`config.mk`:
```
export PLATFORM = sky130hd
export DESIGN_NAME = gray_stream_ctrl
export DESIGN_NICKNAME = d
export VERILOG_FILES = /design/src/rtl/gray_stream_ctrl.sv
export SDC_FILE = /design/constraint.sdc
export NUM_CORES = 1
export LEC_CHECK = 0
export ABC_CLOCK_PERIOD_IN_PS = 2000
export BUFFER_PORTS_ARGS = -buffer_cell sky130_fd_sc_hd__buf_2
export CORE_MARGIN = 2
export CORE_UTILIZATION = 44
export CTS_CLUSTER_SIZE = 30
export DETAILED_ROUTE_END_ITERATION = 16
export PLACE_DENSITY_LB_ADDON = 0.12
export RECOVER_POWER = 50
export SLEW_MARGIN = 30
export SYNTH_ARGS = -nofsm -noshare
export SYNTH_HDL_FRONTEND = slang
export SYNTH_SLANG_ARGS = --single-unit
```
`constraint.sdc`:
```
create_clock -name clk -period 2 [get_ports clk]
set_input_delay 0 -clock clk [delete_from_list [all_inputs] [get_ports clk]]
set_output_delay 0 -clock clk [all_outputs]
set_load 0.01 [all_outputs]
```
`src/rtl/gray_stream_ctrl.sv`:
```
// Flow control and frame-geometry tracking around a 2-stage RGB-to-gray converter.
// Latency: LAT (=2) ce-enabled cycles from input handshake to m_valid.
// Backpressure: gp_ce/s_ready = m_ready | ~m_valid, combinational, no skid buffer.
module gray_stream_ctrl #(
  parameter int IMG_W = 640,
  parameter int IMG_H = 480,
  parameter int LAT   = 2
) (
  input  logic        clk,
  input  logic        rst,
  input  logic        s_valid,
  output logic        s_ready,
  input  logic [23:0] s_data,
  input  logic        s_sof,
  input  logic        s_eol,
  output logic        gp_ce,
  output logic [23:0] gp_rgb,
  input  logic [7:0]  gp_gray,
  output logic        m_valid,
  input  logic        m_ready,
  output logic [7:0]  m_data,
  output logic        m_sof,
  output logic        m_eol,
  output logic        frame_done,
  output logic        err_line,
  output logic        err_frame
);

  localparam int XW = $clog2(IMG_W);
  localparam int YW = $clog2(IMG_H);
  localparam logic [XW-1:0] X_LAST = XW'(IMG_W - 1);
  localparam logic [YW-1:0] Y_LAST = YW'(IMG_H - 1);

  typedef enum logic {WAIT_SOF = 1'b0, ACTIVE = 1'b1} state_t;

  state_t          state_q, state_d;
  logic [XW-1:0]   x_q, x_d, x_cur;
  logic [YW-1:0]   y_q, y_d, y_cur;
  // set after a line overran without eol: stray eols are ignored until the count matches
  logic            skip_q, skip_d, skip_cur;
  logic [LAT-1:0]  vld_q, sof_q, eol_q, eof_q;
  logic            err_line_q, err_line_d;
  logic            err_frame_q, err_frame_d;
  logic            hs, accept, line_end, eof_tag;

  assign m_valid    = vld_q[LAT-1];
  assign gp_ce      = m_ready | ~m_valid;
  assign s_ready    = gp_ce;
  assign gp_rgb     = s_data;
  assign m_data     = gp_gray;
  assign m_sof      = sof_q[LAT-1] & vld_q[LAT-1];
  assign m_eol      = eol_q[LAT-1] & vld_q[LAT-1];
  assign frame_done = m_valid & m_ready & eof_q[LAT-1];
  assign err_line   = err_line_q;
  assign err_frame  = err_frame_q;

  // In WAIT_SOF non-sof pixels are handshaken but dropped.
  assign hs     = s_valid & gp_ce;
  assign accept = hs & ((state_q == ACTIVE) | s_sof);

  // Next-state: pixel/line counting, line/frame error detection and eof tagging.
  always_comb begin
    state_d     = state_q;
    x_d         = x_q;
    y_d         = y_q;
    skip_d      = skip_q;
    x_cur       = x_q;
    y_cur       = y_q;
    skip_cur    = skip_q;
    line_end    = 1'b0;
    eof_tag     = 1'b0;
    err_line_d  = 1'b0;
    err_frame_d = 1'b0;
    if (accept) begin
      state_d = ACTIVE;
      if (s_sof) begin
        // sof always restarts the frame; mid-frame it is also an error
        x_cur       = '0;
        y_cur       = '0;
        skip_cur    = 1'b0;
        err_frame_d = (state_q == ACTIVE);
      end
      if (x_cur == X_LAST) begin
        line_end   = 1'b1;
        err_line_d = ~s_eol;
        skip_d     = ~s_eol;
      end else if (s_eol && !skip_cur) begin
        line_end   = 1'b1;
        err_line_d = 1'b1;
        skip_d     = 1'b0;
      end else begin
        x_d    = x_cur + 1'b1;
        y_d    = y_cur;
        skip_d = skip_cur;
      end
      if (line_end) begin
        x_d = '0;
        if (y_cur == Y_LAST) begin
          y_d     = '0;
          eof_tag = 1'b1;
          skip_d  = 1'b0;
          state_d = WAIT_SOF;
        end else begin
          y_d = y_cur + 1'b1;
        end
      end
    end
  end

  // State, counters, error pulses and the ce-gated valid/sideband shift registers.
  always_ff @(posedge clk) begin
    if (!rst) begin
      state_q     <= WAIT_SOF;
      x_q         <= '0;
      y_q         <= '0;
      skip_q      <= 1'b0;
      vld_q       <= '0;
      sof_q       <= '0;
      eol_q       <= '0;
      eof_q       <= '0;
      err_line_q  <= 1'b0;
      err_frame_q <= 1'b0;
    end else begin
      state_q     <= state_d;
      x_q         <= x_d;
      y_q         <= y_d;
      skip_q      <= skip_d;
      err_line_q  <= err_line_d;
      err_frame_q <= err_frame_d;
      if (gp_ce) begin
        vld_q <= {vld_q[LAT-2:0], accept};
        sof_q <= {sof_q[LAT-2:0], s_sof & accept};
        eol_q <= {eol_q[LAT-2:0], s_eol & accept};
        eof_q <= {eof_q[LAT-2:0], eof_tag};
      end
    end
  end

endmodule

```
==> results.md <==
- Outcome: finished, final reports clean
- Max Cap Violations: 0
- I/O pin count: 78
- Dominant cell type by area after synthesis: dfxtp_1
- Simple-gate share of the synthesized area: 0.299
- Int Power: 1.08 mW
- DRT iter0 DRCs: 98
- Synth cell count leaders: 33 x buf_4, 33 x nand2_1, 31 x dfxtp_1, 17 x a21oi_1, 15 x nand3_1
- Routed wire length: 4420 um
- Crit path time final: 1.91 ns
- Largest net degree at the start of global routing: 32
- Post-DP HPWL: 2990 um
- # DRC: 0
- Port Buffers: 13
- N_diodes: 0
- Logic pwr share: 0.089
- GRT Overall Usage: 0.184
- Critical path class: reg2reg
- Initial DRT Pass Iterations: 4
- Synth top area cells: dfxtp_1 32%, buf_4 13%, nand2_1 6.4%
- Cells after synthesis: 248
- Grt ovf: 0
- Final core occ: 0.492
- Clock Latency Late Sink: 0.29 ns
- Clock Sinks: 31
- Setup slack after layout: 0.0864 ns
- Adder-Cell Fraction of Synth Area: 0.0129
- CP Cell Sequence: nor2b_4, ha_4, nand4b_4, nor4_4, buf_4, or2_4, or4_1, a31oi_1
- Storage element area: 622 um2
- Worst-margin pin slew: 0.515 ns
- Worst path required time: 2.20 ns
- Initial antenna violation count: 0
- Starting Density: 0.451
- Fill count: 440
- Crit path arrival time: 2.12 ns
- Pwr dens: 668 nW/um2
- Leak: 0.780 nW
- XOR/XNOR Fraction of Synth Area: 0.00452
- CTS HTree Levels: 2
- Final Non-Filler Cells: 299
- Synth unique cells: 50
- Min-Delay Path Class: in2out
- Placed Cells: 287
- Clock-pin slew on the worst setup and hold paths: 0.07 ns
- Share of cells above drive strength 1: 0.219
- Avg Inst Size Synth: 7.80 um2
- Maximum VDD drop: 443 uV
- Vias/cell: 5.65
- Synth-to-layout area growth: 9.11%
- #FFs+latches synth: 31
- Nets: 286
- Hold WS: 0.00000337 ns
- Post-Syn Nets: 288
- Crit-path max FO: 5
- Number of buffers on the longest clock path: 2
- Placement-stage cell area: 1930 um2
- Largest family of logic cells by synthesized area: simple AND/OR/NAND/NOR gates
- Clock Skew: 0.0117 ns
- Clock power frac: 0.463
- Share of the yosys chip area belonging to registers: 0.321
- Rows: 24
- Die Ht: 70.3 um
- # setup viols final: 0
- Post-route clock period utilization: 0.957
- F_max: 523 MHz
- Slowest stage cell, crit path: or4_1
- Die Area: 4950 um2
- Post-route cell area: 2110 um2
- Post-synthesis mux area share: 0.00517
- CTS tree: yes
- Vias in the first global route: 1495
- Total CTS buffers: 5
- Core area: 4290 um2
- Rel. slew slack: 0.656
- Antenna Nets Post-Route: 0
- Fin. Hold Viols: 0
- Mapped Area: 1940 um2
- WL/cell: 14.8 um
- Critical path capture point type: flip-flop
- Seq pwr share: 0.448
- Worst setup SP type: flip-flop
- Psw: 0.333 mW
- Net Sw Frac: 0.236
- Placement Setup Slack: 0.0206 ns
- Routed vias: 1688
- Routability congestion estimate: 0.852
- Die outline width: 70.3 um
- Complex-gate fraction of the synthesized area: 0.186
- Multi-input gate area: 1020 um2
- Async set-reset flop share out of synthesis: 0
- Root Buffer: clkbuf_8
- Yosys Warn Count: 0
- Post-synth top area share: 0.321
- Main synth FF type: dfxtp_1
- Slew Limit Fails: 0
- Critical path's largest stage delay: 0.47 ns
- First-pass GRT wire length: 7330 um
- Post-synth EDFFs: 0
==> metal layers <==
metal	vias up	global-route usage	wire length, um	part of all wire
met5	-	0	0	0
met4	0	0.0684	64	0.014
met3	10	0.0462	189	0.043
met2	30	0.283	2010	0.46
met1	798	0.248	2150	0.49
li1	850	-	-	-
==> metrics by stage <==
step / total power, mW / setup TNS, ns
floorplan: 0.785 / 0
global placement: 0.766 / 0
detailed placement: 0.766 / 0
CTS: 1.42 / 0
global route: 1.46 / -0.0297
finish: 1.41 / 0
==> state kept, by name (all words and copies together), names as in the netlist <==
name       cells
state_q        1
x_q           10
sof_q          2
y_q            9
err_frame      1
vld_q          2
eol_q          2
eof_q          2
err_line       1
skip_q         1
==> kinds of logic after synthesis <==
| family | count (synthesis) |
|---|---|
| compound gates | 55 |
| xor+xnor | 1 |
| fa+ha+maj | 2 |
| buf+inv | 51 |
| flops | 31 |
| mux | 1 |
| simple gates | 107 |
==> what timing repair did <==
action                                  4_1_cts  5_1_grt
resized for setup                             0       11
buffers inserted                              0        3
hold endpoints to repair                      2        0
endpoints found under the setup margin        0       12
hold buffers                                  1        0
==> area by class of cell <==
type                       count  area share
sequential                    31       0.294
clock buffer                   6      0.0391
timing repair buffer          36       0.124
clock inverter                 2      0.0166
tap                           52      0.0308
inverter                       6      0.0107
multi-input combinational    166       0.485
==> power groups by stage <==
| stage | Sequential, mW | Combinational, mW | Clock (mW) |
|---|---|---|---|
| final | 0.632 | 0.126 | 0.653 |
| after floorplan | 0.646 | 0.139 | 0 |
| after global routing | 0.633 | 0.139 | 0.693 |
| after detailed placement | 0.646 | 0.120 | 0 |
| after global placement | 0.646 | 0.120 | 0 |
| after CTS | 0.632 | 0.122 | 0.668 |
==> worst max-delay path, delay by kind of cell (launching register included) <==
family	cells	cell delay [ns]
AO/OA/AOI/OAI	1	0.16
buffers and inverters	1	0.16
AND/OR/NAND/NOR	5	1.01
adder cells (fa/ha/maj)	1	0.18
flip-flops	1	0.33
==> placed cells by master, fill, tap and decap left out, types with 4 or more instances in the layout <==
cell type / count
o211ai_1: 4
dfxtp_1: 30
nand2_1: 33
a21oi_1: 17
nor4_1: 4
nor2b_1: 4
buf_4: 20
nand4_1: 6
o21ai_0: 10
inv_1: 5
nor3_1: 9
nor2_1: 10
clkbuf_8: 6
and2_1: 6
nand3_1: 15
buf_2: 10
==> worst paths after layout <==
check                  from        end  slack, ns  depth (start not counted)
setup / recovery     x_q[1]     x_q[7]       0.09                          8
hold / removal    s_data[7]  gp_rgb[7]   0.000003                          0
setup reg to reg     x_q[1]     x_q[7]       0.09                          8
hold reg to reg    sof_q[1]   sof_q[1]       0.45                          2
(Power assumes the default switching activity.)
